$ cat src/rtl/store_mon_pkg.sv
// Shared types for the store monitor: run status encoding and the
// logged store entry. No ports; imported by store_fifo and mem_store_monitor.
package store_mon_pkg;

   localparam int ADR_W  = 32;
   localparam int DATA_W = 32;

   typedef enum logic [1:0] {
      RUN     = 2'd0,
      PASS    = 2'd1,
      FAIL    = 2'd2,
      TIMEOUT = 2'd3
   } status_e;

   typedef struct packed {
      logic [ADR_W-1:0]  adr;
      logic [DATA_W-1:0] data;
   } store_entry_t;

   localparam int ENTRY_W = $bits(store_entry_t);

endpackage

$ cat src/rtl/store_fifo.sv
// Log FIFO with registered output; pops are ignored when empty and a push
// is accepted when full only if a pop frees a slot on the same edge.
// Ports: clk, rst_n (async, active-low), push, pop, din, dout, count,
// full, empty.
module store_fifo
   import store_mon_pkg::*;
#(
   parameter int DEPTH = 8,
   parameter type entry_t = store_entry_t,
   localparam int PW = $clog2(DEPTH),
   localparam int CW = PW + 1
) (
   input  logic          clk,
   input  logic          rst_n,
   input  logic          push,
   input  logic          pop,
   input  entry_t        din,
   output entry_t        dout,
   output logic [CW-1:0] count,
   output logic          full,
   output logic          empty
);

   entry_t        mem [DEPTH];
   logic [PW-1:0] wr_ptr;
   logic [PW-1:0] rd_ptr;
   logic          do_pop;
   logic          do_push;

   assign empty   = (count == '0);
   assign full    = (count == CW'(DEPTH));
   assign do_pop  = pop && !empty;
   assign do_push = push && (!full || do_pop);

   // Storage needs no reset; only occupied slots are ever read.
   always_ff @(posedge clk) begin
      if (do_push) mem[wr_ptr] <= din;
   end

   // DEPTH is a power of two, so pointers wrap by natural overflow.
   always_ff @(posedge clk or negedge rst_n) begin
      if (!rst_n) begin
         wr_ptr <= '0;
         rd_ptr <= '0;
         count  <= '0;
         dout   <= '0;
      end else begin
         if (do_push) wr_ptr <= wr_ptr + 1'b1;
         if (do_pop) begin
            rd_ptr <= rd_ptr + 1'b1;
            dout   <= mem[rd_ptr];
         end
         case ({do_push, do_pop})
            2'b10:   count <= count + 1'b1;
            2'b01:   count <= count - 1'b1;
            default: count <= count;
         endcase
      end
   end

endmodule

$ cat src/rtl/mem_store_monitor.sv
// Snoops CPU stores, logs them, and decides PASS/FAIL/TIMEOUT.
// Ports: clk, reset (async, active-low), mem_write, data_adr, write_data,
// rd_en -> rd_valid, rd_adr, rd_data, fifo_count, overflow, status,
// cycle_count. Define STORE_MON_ALIGN_CHECK_EN to fail on unaligned stores.
module mem_store_monitor
   import store_mon_pkg::*;
#(
   parameter logic [31:0] DONE_ADDR      = 32'h0000_0064,
   parameter logic [31:0] DONE_VALUE     = 32'd7,
   parameter int          TIMEOUT_CYCLES = 100,
   parameter int          FIFO_DEPTH     = 8
) (
   input  logic                        clk,
   input  logic                        reset,
   input  logic                        mem_write,
   input  logic [31:0]                 data_adr,
   input  logic [31:0]                 write_data,
   input  logic                        rd_en,
   output logic                        rd_valid,
   output logic [31:0]                 rd_adr,
   output logic [31:0]                 rd_data,
   output logic [$clog2(FIFO_DEPTH):0] fifo_count,
   output logic                        overflow,
   output logic [1:0]                  status,
   output logic [31:0]                 cycle_count
);

   status_e      state;
   status_e      state_nxt;
   store_entry_t din;
   store_entry_t dout;
   logic         full;
   logic         empty;
   logic         push_req;
   logic         pop_act;
   logic         dropped;
   logic         done_hit;
   logic         misaligned;
   logic         at_limit;

   assign din.adr  = data_adr;
   assign din.data = write_data;

   assign push_req = mem_write && (state == RUN);
   assign pop_act  = rd_en && !empty;
   // A full FIFO still accepts the push if a pop drains a slot this edge.
   assign dropped  = push_req && full && !pop_act;
   assign done_hit = mem_write && (data_adr == DONE_ADDR);
   assign at_limit = (cycle_count == 32'(TIMEOUT_CYCLES - 1));

`ifdef STORE_MON_ALIGN_CHECK_EN
   assign misaligned = mem_write && (data_adr[1:0] != 2'b00);
`else
   assign misaligned = 1'b0;
`endif

   store_fifo #(
      .DEPTH   (FIFO_DEPTH),
      .entry_t (store_entry_t)
   ) u_fifo (
      .clk   (clk),
      .rst_n (reset),
      .push  (push_req),
      .pop   (rd_en),
      .din   (din),
      .dout  (dout),
      .count (fifo_count),
      .full  (full),
      .empty (empty)
   );

   assign rd_adr  = dout.adr;
   assign rd_data = dout.data;
   assign status  = state;

   always_ff @(posedge clk or negedge reset) begin
      if (!reset) state <= RUN;
      else        state <= state_nxt;
   end

   // Done-store outranks the alignment check, which outranks timeout.
   always_comb begin
      state_nxt = state;
      if (state == RUN) begin
         if (done_hit)
            state_nxt = (write_data == DONE_VALUE) ? PASS : FAIL;
         else if (misaligned)
            state_nxt = FAIL;
         else if (at_limit)
            state_nxt = TIMEOUT;
      end
   end

   always_ff @(posedge clk or negedge reset) begin
      if (!reset) begin
         cycle_count <= '0;
         overflow    <= 1'b0;
         rd_valid    <= 1'b0;
      end else begin
         rd_valid <= pop_act;
         if (dropped) overflow <= 1'b1;
         if (state == RUN && cycle_count != '1)
            cycle_count <= cycle_count + 1'b1;
      end
   end

endmodule

$ cat config.mk
export PLATFORM = sky130hd
export DESIGN_NAME = mem_store_monitor
export DESIGN_NICKNAME = d
export VERILOG_FILES = /design/src/rtl/store_mon_pkg.sv /design/src/rtl/store_fifo.sv /design/src/rtl/mem_store_monitor.sv
export SDC_FILE = /design/constraint.sdc
export NUM_CORES = 1
export LEC_CHECK = 0
export CAP_MARGIN = 20
export CELL_PAD_IN_SITES_DETAIL_PLACEMENT = 1
export CELL_PAD_IN_SITES_GLOBAL_PLACEMENT = 1
export CORE_AREA = 2 2 233 235
export DETAILED_ROUTE_END_ITERATION = 8
export DIE_AREA = 0 0 235 237
export PLACE_DENSITY = 0.78
export SYNTH_ARGS = -nofsm -noshare
export SYNTH_HDL_FRONTEND = slang
export SYNTH_SLANG_ARGS = --single-unit
$ cat constraint.sdc
create_clock -name clk -period 8.4 [get_ports clk]
set_input_delay 0.84 -clock clk [delete_from_list [all_inputs] [get_ports clk]]
set_output_delay 0.84 -clock clk [all_outputs]
set_load 0.05 [all_outputs]
=== Word level (Yosys, flattened, before mapping) ===
Memories as Yosys holds them, arrays and structs flattened. A register that Yosys moved wholly into a read port is not among the register bits.
Index checks and enable logic that the tools add are counted.

* Output and inout bits: 104
* Bits in writable memories: 512
* Input bits: 68
* Memories: 1
* Logic and storage cells: 43
* Register bits after elaboration: 46

* Add/subtract/negate cells: 5
* Eq/ne operators: 7
* Reduce and logical (&&, ||, !) cells: 17
* Mux-type cells: 6

{| class="wikitable"
|+ Memories
! name !! depth !! width !! read ports !! clocked after Yosys merged registers in !! wr ports !! RTL line !! RTL
|-
| u_fifo.mem || 8 || 64 || 1 || 1 || 1 || store_fifo.sv:24 || <nowiki>entry_t mem [DEPTH];</nowiki>
|}

{| class="wikitable"
|+ Operator list
! operator !! count
|-
| 32-bit by 7-bit equality test with 1-bit output (second input constant) || 2
|-
| 32-bit by 1-bit adder with 32-bit output (second input constant) || 1
|-
| 32-bit by 3-bit equality test with 1-bit output (second input constant) || 1
|-
| 32-bit inequality test (second input constant) || 1
|-
| 4-bit one-hot mux with 2 select lines || 1
|-
| 1-bit logical AND || 7
|-
| 3-bit by 1-bit adder with 3-bit output (second input constant) || 2
|-
| 2-bit two-way mux || 3
|-
| 4-bit by 1-bit adder with 4-bit output (second input constant) || 1
|-
| 4-bit equality test (second input constant) || 1
|-
| 1-bit logical NOT || 4
|-
| 4-bit logical NOT || 1
|-
| 2-bit nonzero test || 2
|-
| 4-bit by 1-bit subtractor with 4-bit output (second input constant) || 1
|-
| 2-bit by 1-bit equality test with 1-bit output (second input constant) || 1
|-
| 2-bit equality test (second input constant) || 1
|-
| 2-bit logical NOT || 1
|-
| 1-bit two-way mux || 2
|-
| 2-bit AND reduction || 1
|-
| 1-bit logical OR || 1
|}

=== Logic depth before layout (Yosys ltp) ===
Gate-level depths: netlist of the first run.

* Depth after elaboration: 7
* Gate-level depth with buffers: 11

=== Modules after synthesis ===
A second synthesis of the first run with hierarchy kept.

* Cell total of the unflattened synthesis: 1432
* Area, all modules: 24360.9 µm²

{| class="wikitable"
|+ Modules (own cells, without submodules)
! module !! cells an instance !! area an instance (µm²) !! times used
|-
| store_fifo || 1224 || 22379.0 || 1
|-
| mem_store_monitor || 208 || 1981.9 || 1
|}

=== Worst setup path after synthesis of the first run ===
Ideal clock, no wire load.

* Path kind: register to register
* From: register state[1], in the netlist status[1]
* To: memory u_fifo.mem[4][0] (netlist name), enable pin
* Stages on the path, launching flop included: 6
* Arrival: 8032 ps
* Slack: -299 ps
* Buffers on the path: 0
* Cells stage by stage: dfrtp_1 > nor2_1 > nand2_1 > nor2b_1 > inv_2 > nor4b_1

* Word-level cells in the longest chain between the ends: 5

{| class="wikitable"
|+ Ends and longest elaborated chain
! item !! RTL line !! RTL
|-
| from (decl) || mem_store_monitor.sv:28 || <nowiki>status_e state;</nowiki>
|-
| from (signal assigned) || mem_store_monitor.sv:78 || <nowiki>else state <= state_nxt;</nowiki>
|-
| 2-bit logical NOT || mem_store_monitor.sv:44 || <nowiki>assign push_req = mem_write && (state == RUN);</nowiki>
|-
| 1-bit logical AND || mem_store_monitor.sv:44 ||
|-
| 1-bit logical AND || store_fifo.sv:33 || <nowiki>assign do_push = push && (!full || do_pop);</nowiki>
|-
| 1-bit two-way mux || store_fifo.sv:37 || <nowiki>if (do_push) mem[wr_ptr] <= din;</nowiki>
|-
| 1-bit two-way mux (not written as such) || store_fifo.sv:37 ||
|-
| to (decl) || store_fifo.sv:24 ||
|}

No other way between the ends.

==> results of run 1 <==
## sequential cells by signal, indices dropped and copies added, names as in the netlist
signal and count:
u_fifo.mem 512, u_fifo.dout 64, cycle_count 32, u_fifo.count 4, u_fifo.rd_ptr 3, u_fifo.wr_ptr 3
status 2, overflow 1, rd_valid 1
## worst register-to-register path, cell delays in order, from the launching register on
cell and delay (ps):
dfrtp_4 770, buf_4 680, buf_4 760, mux4_2 460, mux2i_1 330, o21ai_0 190
## kinds of logic after synthesis
logic type               share of synthesized area (%)
AND/OR/NAND/NOR                                   4.32
AO/OA/AOI/OAI                                     1.76
buffers and inverters                             1.02
flip-flops                                        76.2
multiplexers                                      14.9
adder cells (fa/ha/maj)                          0.316
XOR/XNOR                                          1.47
## per-layer routing
metal	vias up	part of all wire, %	global-route usage (%)
li1	5231	-	-
met1	6342	41	26.2
met2	312	51	33.9
met3	94	4.6	3.57
met4	4	2.5	6.21
met5	-	0.046	0
## cell type report
cell class                      instances  area [µm²]
Fill cell                            4747       24800
Sequential cell                       622       18100
Multi-Input combinational cell        520        5480
Timing Repair Buffer                  192        1910
Clock buffer                           82        1710
Tap cell                              696         871
Clock inverter                         31         367
Inverter                                6        22.5
Antenna cell                            2        5.00
## worst paths after layout
kind | end
max | u_fifo.dout[63]$_DFFE_PN0P_
min | u_fifo.dout[7]$_DFFE_PN0P_
max reg2reg | u_fifo.dout[63]$_DFFE_PN0P_
min reg2reg | u_fifo.dout[13]$_DFFE_PN0P_
max in group asynchronous | u_fifo.rd_ptr[0]$_DFFE_PN0P_
min in group clk | u_fifo.dout[13]$_DFFE_PN0P_
## through the flow
step	worst slack, ps	instance area (µm²)	hold slack, ps	instances	util [%]
after global placement	4850	26400	466	2034	49.5
after floorplan	259	23800	544	1201	-
after global routing	4720	28500	280	2150	53.5
final	5050	28500	254	2151	53.5
after CTS	4980	28400	274	2147	53.4
after detailed placement	4740	26400	473	2034	49.5
## Yosys cell counts, types with 2 or more instances
cell type,instances
o21bai_1,2
or3_1,5
and3_1,5
xor2_1,20
o21ai_0,65
nor3b_1,2
nand2_1,88
clkbuf_1,28
nor4b_1,4
xnor2_1,20
ha_1,6
nand3b_1,2
nand3_1,13
nor2_1,20
nor3_1,10
mux2i_1,64
edfxtp_1,512
and4_1,2
and2_1,2
buf_2,17
o22ai_1,2
mux4_2,128
nand2b_1,3
dfrtp_1,110
buf_1,8
inv_1,5
nand4_1,17
nor4_1,21
a21oi_1,2
## where the power goes
part	switching [µW]	internal (µW)	leakage [µW]	total (µW)
logic	1720	1210	0.00263	2920
clock network	1160	1620	0.00100	2780
registers	330	3920	0.00603	4250
==> metrics.md, run 1 <==
| Metric | Value |
|---|---|
| Worst path top cell family by delay | `buffers and inverters` |
| Share of layout cells above drive strength 1 | `18.4%` |
| CORE AREA | `53300 µm²` |
| First-pass GRT wire length | `83.6 mm` |
| Instance count on the critical path | `5` |
| Final Skew | `27.1 ps` |
| Num CTS Buffers | `61` |
| Worst EP arrival | `3790 ps` |
| CTS max path bufs | `3` |
| Flop-to-flop setup slack | `5050 ps` |
| Yosys top cell area share | `64.6%` |
| Row count | `85` |
| Worst-path cell chain | `buf_4 > buf_4 > mux4_2 > mux2i_1 > o21ai_0` |
| Slowest-stage cell, CP | `dfrtp_4` |
| Number of setup buffers added after CTS | `0` |
| Most common cell after layout, fill and taps aside | `edfxtp_1` |
| FF+latch count, synth | `622` |
| Final hold viol count | `0` |
| Layout overhead on the synthesized area | `19.8%` |
| Fin crit share | `39.8%` |
| Most frequent cells in the layout | `512 x edfxtp_1, 170 x clkdlybuf4s50_1, 128 x mux4_2` |
| Mapped Area | `23800 µm²` |
| Remaining antenna violation count after routing | `0` |
| H-tree Lvls | `2` |
| Sink Count | `622` |
| DRT Wirelength | `54.8 mm` |
| Die X | `235 µm` |
| Critical path launch point | `u_fifo.rd_ptr[1]$_DFFE_PN0P_` |
| Final Wtd Congestion | `0.762` |
| Main flop type after synthesis | `edfxtp_1` |
| Fmax achieved | `299 MHz` |
| Synth warn | `0` |
| Worst-case reg-to-reg path depth | `5` |
| Initial core utilization | `44.6%` |
| Status | `complete, no violations` |
| Gate Count Post-Synth | `1201` |
| PortBufs | `171` |
| Final Setup Violations | `0` |
| Power Density | `349 nW/µm²` |
| Avg Inst Size Synth | `19.8 µm²` |
| Reg2reg start | `u_fifo.rd_ptr[1]$_DFFE_PN0P_` |
| Die Area | `55700 µm²` |
| Largest net degree at the start of global routing | `93` |
| Sequential area share after synthesis | `76.2%` |
| Number of remaining DRC errors | `0` |
| Root Driver | `clkbuf_16` |
| Worst Setup Path Type | `reg2reg` |
| DR vias/cell | `5.57` |
| Critical path peak fanout | `50` |
| Most frequent CP cell | `buf_4` |
| Worst slew pin tran | `1070 ps` |
| Worst min path class | `in2async` |
| Cts hold-fix bufs | `0` |
| I/O pins | `172` |
| Max cap viols | `0` |
| Final Max Slew Viols | `0` |
| CTS tree | `done` |
| Number of global-route vias before repair | `13.2k` |
| GR Util All Layers | `19.9%` |
| Initial antenna violation count | `5` |
| Post-synth ARST share | `17.7%` |
| Area contributors post-synth | `edfxtp_1 65%, mux4_2 12%, dfrtp_1 12%` |
| Post-synth top area cell | `edfxtp_1` |
| Setup TNS | `0 ps` |
| Cell variety after synth | `47` |
| Dpl hpwl | `33.0 mm` |
| Slew headroom | `28.5%` |
| Via count | `12.0k` |
| RSZ-0062 raised after global routing | `no` |
| Number of synthesized flops with an enable pin | `512` |
| Die H | `237 µm` |
| Total Power | `9950 µW` |
| Syn_nets | `1275` |
| Worst VDD drop | `0.000200 V` |
| Leakage power | `0.00967 µW` |
| Startpoint Class | `flop` |
| DRT Pass-1 Iters | `5` |
| Clock transition at the registers of the reported paths | `60 ps` |
| Total gr overflow | `0` |
| Nets@finish | `1477` |
| Clock Latency Late Sink | `630 ps` |
| Drt wl/cell | `25.5 µm` |
| CP max stage delay | `770 ps` |
| CP required | `8840 ps` |
| Period minus WS final | `3350 ps` |
| Detailed Route Iter0 Violations | `930` |
| Buf/Inv on CP | `2` |
| Endpoint type of the worst setup path | `flop` |
| Post-CTS resize count | `0` |
Power figures use the tool's default switching activity.
==> run 2: changes to the inputs <==
==> constraint.sdc (replaced) <==
create_clock -name clk -period 3 [get_ports clk]
set_input_delay 0.3 -clock clk [delete_from_list [all_inputs] [get_ports clk]]
set_output_delay 0.3 -clock clk [all_outputs]
set_load 0.05 [all_outputs]
==> run 2 against run 1 <==
- sequential share of layout area shrank 1.3 points
- non-clock buffer count grew 19
- sequential power grew to 2.8 times the previous value
- total power rose to 2.9 times the previous value
- core utilization up 1.1 points
- design area rose by 2.1%
- critical endpoint is now u_fifo.count[2]$_DFFE_PN0P_
- highest routed layer unchanged
==> metrics.md, run 2 (synthesis gave the netlist of run 1 again) <==
| Metric | Value |
|---|---|
| DR vias/cell | `5.63 (+1.1%)` |
| Final hold viol count | `0 (unchanged)` |
| Number of remaining DRC errors | `0 (unchanged)` |
| Number of global-route vias before repair | `13.4k (+1.4%)` |
| Fmax achieved | `355 MHz (+19%)` |
| Row count | `85 (unchanged)` |
| Antenna Cells | `0 (-2)` |
| Initial antenna violation count | `1 (-4)` |
| CTS max path bufs | `3 (unchanged)` |
| Remaining antenna violation count after routing | `0 (unchanged)` |
| Num CTS Buffers | `66 (+8.2%)` |
| First-pass GRT wire length | `86.3 mm (+3.2%)` |
| Dpl hpwl | `33.4 mm (+1.4%)` |
| GR Util All Layers | `20.7% (+0.75 points)` |
| Root Driver | `clkbuf_16` |
| Final Wtd Congestion | `0.777 (+2.1%)` |
| Slowest-stage cell, CP | `or3b_2` |
| Final Max Slew Viols | `0 (unchanged)` |
| Share of layout cells above drive strength 1 | `19.9% (+1.5 points)` |
| CP max stage delay | `490 ps (-280 ps)` |
| Top reg by flops | `u_fifo.mem` |
| Via count | `12.3k (+2.3%)` |
| Total gr overflow | `0 (unchanged)` |
| Most frequent CP cell | `xor2_1` |
| Largest net degree at the start of global routing | `131 (+41%)` |
| Buf/Inv on CP | `1 (-1)` |
| Clock transition at the registers of the reported paths | `60 ps (about the same)` |
| Max reg flops | `512 (unchanged)` |
| Hold slack | `309 ps (+54.4 ps)` |
| Power Density | `986 nW/µm² (+180%)` |
| Post-CTS resize count | `0 (unchanged)` |
| Final Setup Violations | `0 (unchanged)` |
| Startpoint Class | `flop` |
| Die X | `235 µm (unchanged)` |
| Sink Count | `622 (unchanged)` |
| Final Skew | `24.2 ps (-2.95 ps)` |
| Worst path top cell family by delay | `simple AND/OR/NAND/NOR gates` |
| Worst VDD drop | `0.000618 V (+210%)` |
| Total Power | `28700 µW (+190%)` |
| Initial core utilization | `44.6% (unchanged)` |
| Worst min path class | `in2async` |
| Worst-path cell chain | `or3_1 > or3b_2 > nor2b_4 > inv_4 > ha_1 > xor2_1 > ha_1 > a21oi_1 > xor2_1 > nor2_1 > xor2_1` |
| Max cap viols | `0 (unchanged)` |
| Die Area | `55700 µm² (unchanged)` |
| Detailed Route Iter0 Violations | `1014 (+9.0%)` |
| Critical path peak fanout | `7 (-86%)` |
| RSZ-0062 raised after global routing | `no` |
| Fin crit share | `93.8% (+54 points)` |
| PortBufs | `171 (unchanged)` |
| Drt wl/cell | `25.9 µm (+1.5%)` |
| Worst EP arrival | `3290 ps (-500 ps)` |
| Worst slew pin tran | `730 ps (-342 ps)` |
| Status | `complete, no violations` |
| DRT Wirelength | `56.3 mm (+2.7%)` |
| Die H | `237 µm (unchanged)` |
| Layout overhead on the synthesized area | `22.3%` |
| CTS tree | `done` |
| Most common cell after layout, fill and taps aside | `edfxtp_1` |
| CP required | `3470 ps (-5370 ps)` |
| H-tree Lvls | `3 (+1)` |
| Endpoint type of the worst setup path | `flop` |
| Most frequent cells in the layout | `512 x edfxtp_1, 170 x clkdlybuf4s50_1, 128 x mux4_2` |
| Largest regs | `u_fifo.mem: 512 flops, u_fifo.dout: 64 flops, cycle_count: 32 flops` |
| DRT Pass-1 Iters | `5 (unchanged)` |
| I/O pins | `172 (unchanged)` |
| CORE AREA | `53300 µm² (unchanged)` |
| Nets@finish | `1501 (+1.6%)` |
| Clock Latency Late Sink | `600 ps (-30 ps)` |
| Worst Setup Path Type | `reg2reg` |
| Period minus WS final | `2810 ps (-532 ps)` |
| Slew headroom | `51.3% (+23 points)` |
| Leakage power | `0.00993 µW (+2.7%)` |
run 2: repair_timing:
action	CTS	global route
hold buffers	1	0
buffers inserted	0	0
endpoints found under the hold margin	58	0
run 2: final cells by class:
class	count	area, µm²
clock buffers	96	1890
inverters	6	25.0
flip-flops and latches	622	18100
clock inverters	26	323
well taps	696	871
repair buffers	211	2300
fillers	4653	24200
multi-input cells	520	5540
run 2: routing by layer:
metal | up-vias | global-route usage [%] | share of wire [%] | wire length, µm
met5 | - | 0 | 0.028 | 16
met4 | 2 | 6.00 | 1.9 | 1050
met3 | 77 | 3.65 | 5.3 | 3000
met2 | 357 | 34.2 | 50 | 28300
met1 | 6537 | 28.3 | 43 | 24000
li1 | 5288 | - | - | -
run 2: report_power, final:
group	total (µW)	internal (µW)	switching, µW
combinational	8560	3640	4920
clock	8230	4920	3310
sequential	11900	11000	942
total	28700	19500	9170
run 2: worst paths after layout:
path                                             start                          end  slack [ps]  depth (start not counted)
hold reg to reg             u_fifo.dout[0]$_DFFE_PN0P_   u_fifo.dout[0]$_DFFE_PN0P_         480                          2
max in group asynchronous                        reset  cycle_count[22]$_DFFE_PN0P_        1930                          3
setup reg to reg           u_fifo.count[0]$_DFFE_PN0P_  u_fifo.count[2]$_DFFE_PN0P_         190                         11
min in group clk                           data_adr[3]  u_fifo.mem[0][35]$_DFFE_PP_         480                          1
setup / recovery           u_fifo.count[0]$_DFFE_PN0P_  u_fifo.count[2]$_DFFE_PN0P_         190                         11
hold / removal                                   reset   u_fifo.dout[8]$_DFFE_PN0P_         310                          2
run 2: through the flow:
stage               TNS (ps)  utilization, %  area, µm²  std cells  worst slack (ps)
global placement           0            50.4      26900       2054               233
global route               0            54.6      29100       2177              44.4
detailed placement         0            50.4      26900       2054               168
CTS                        0            54.6      29100       2177               161
finish                     0            54.6      29100       2177               186
floorplan            -185900               -      23900       1201              -694
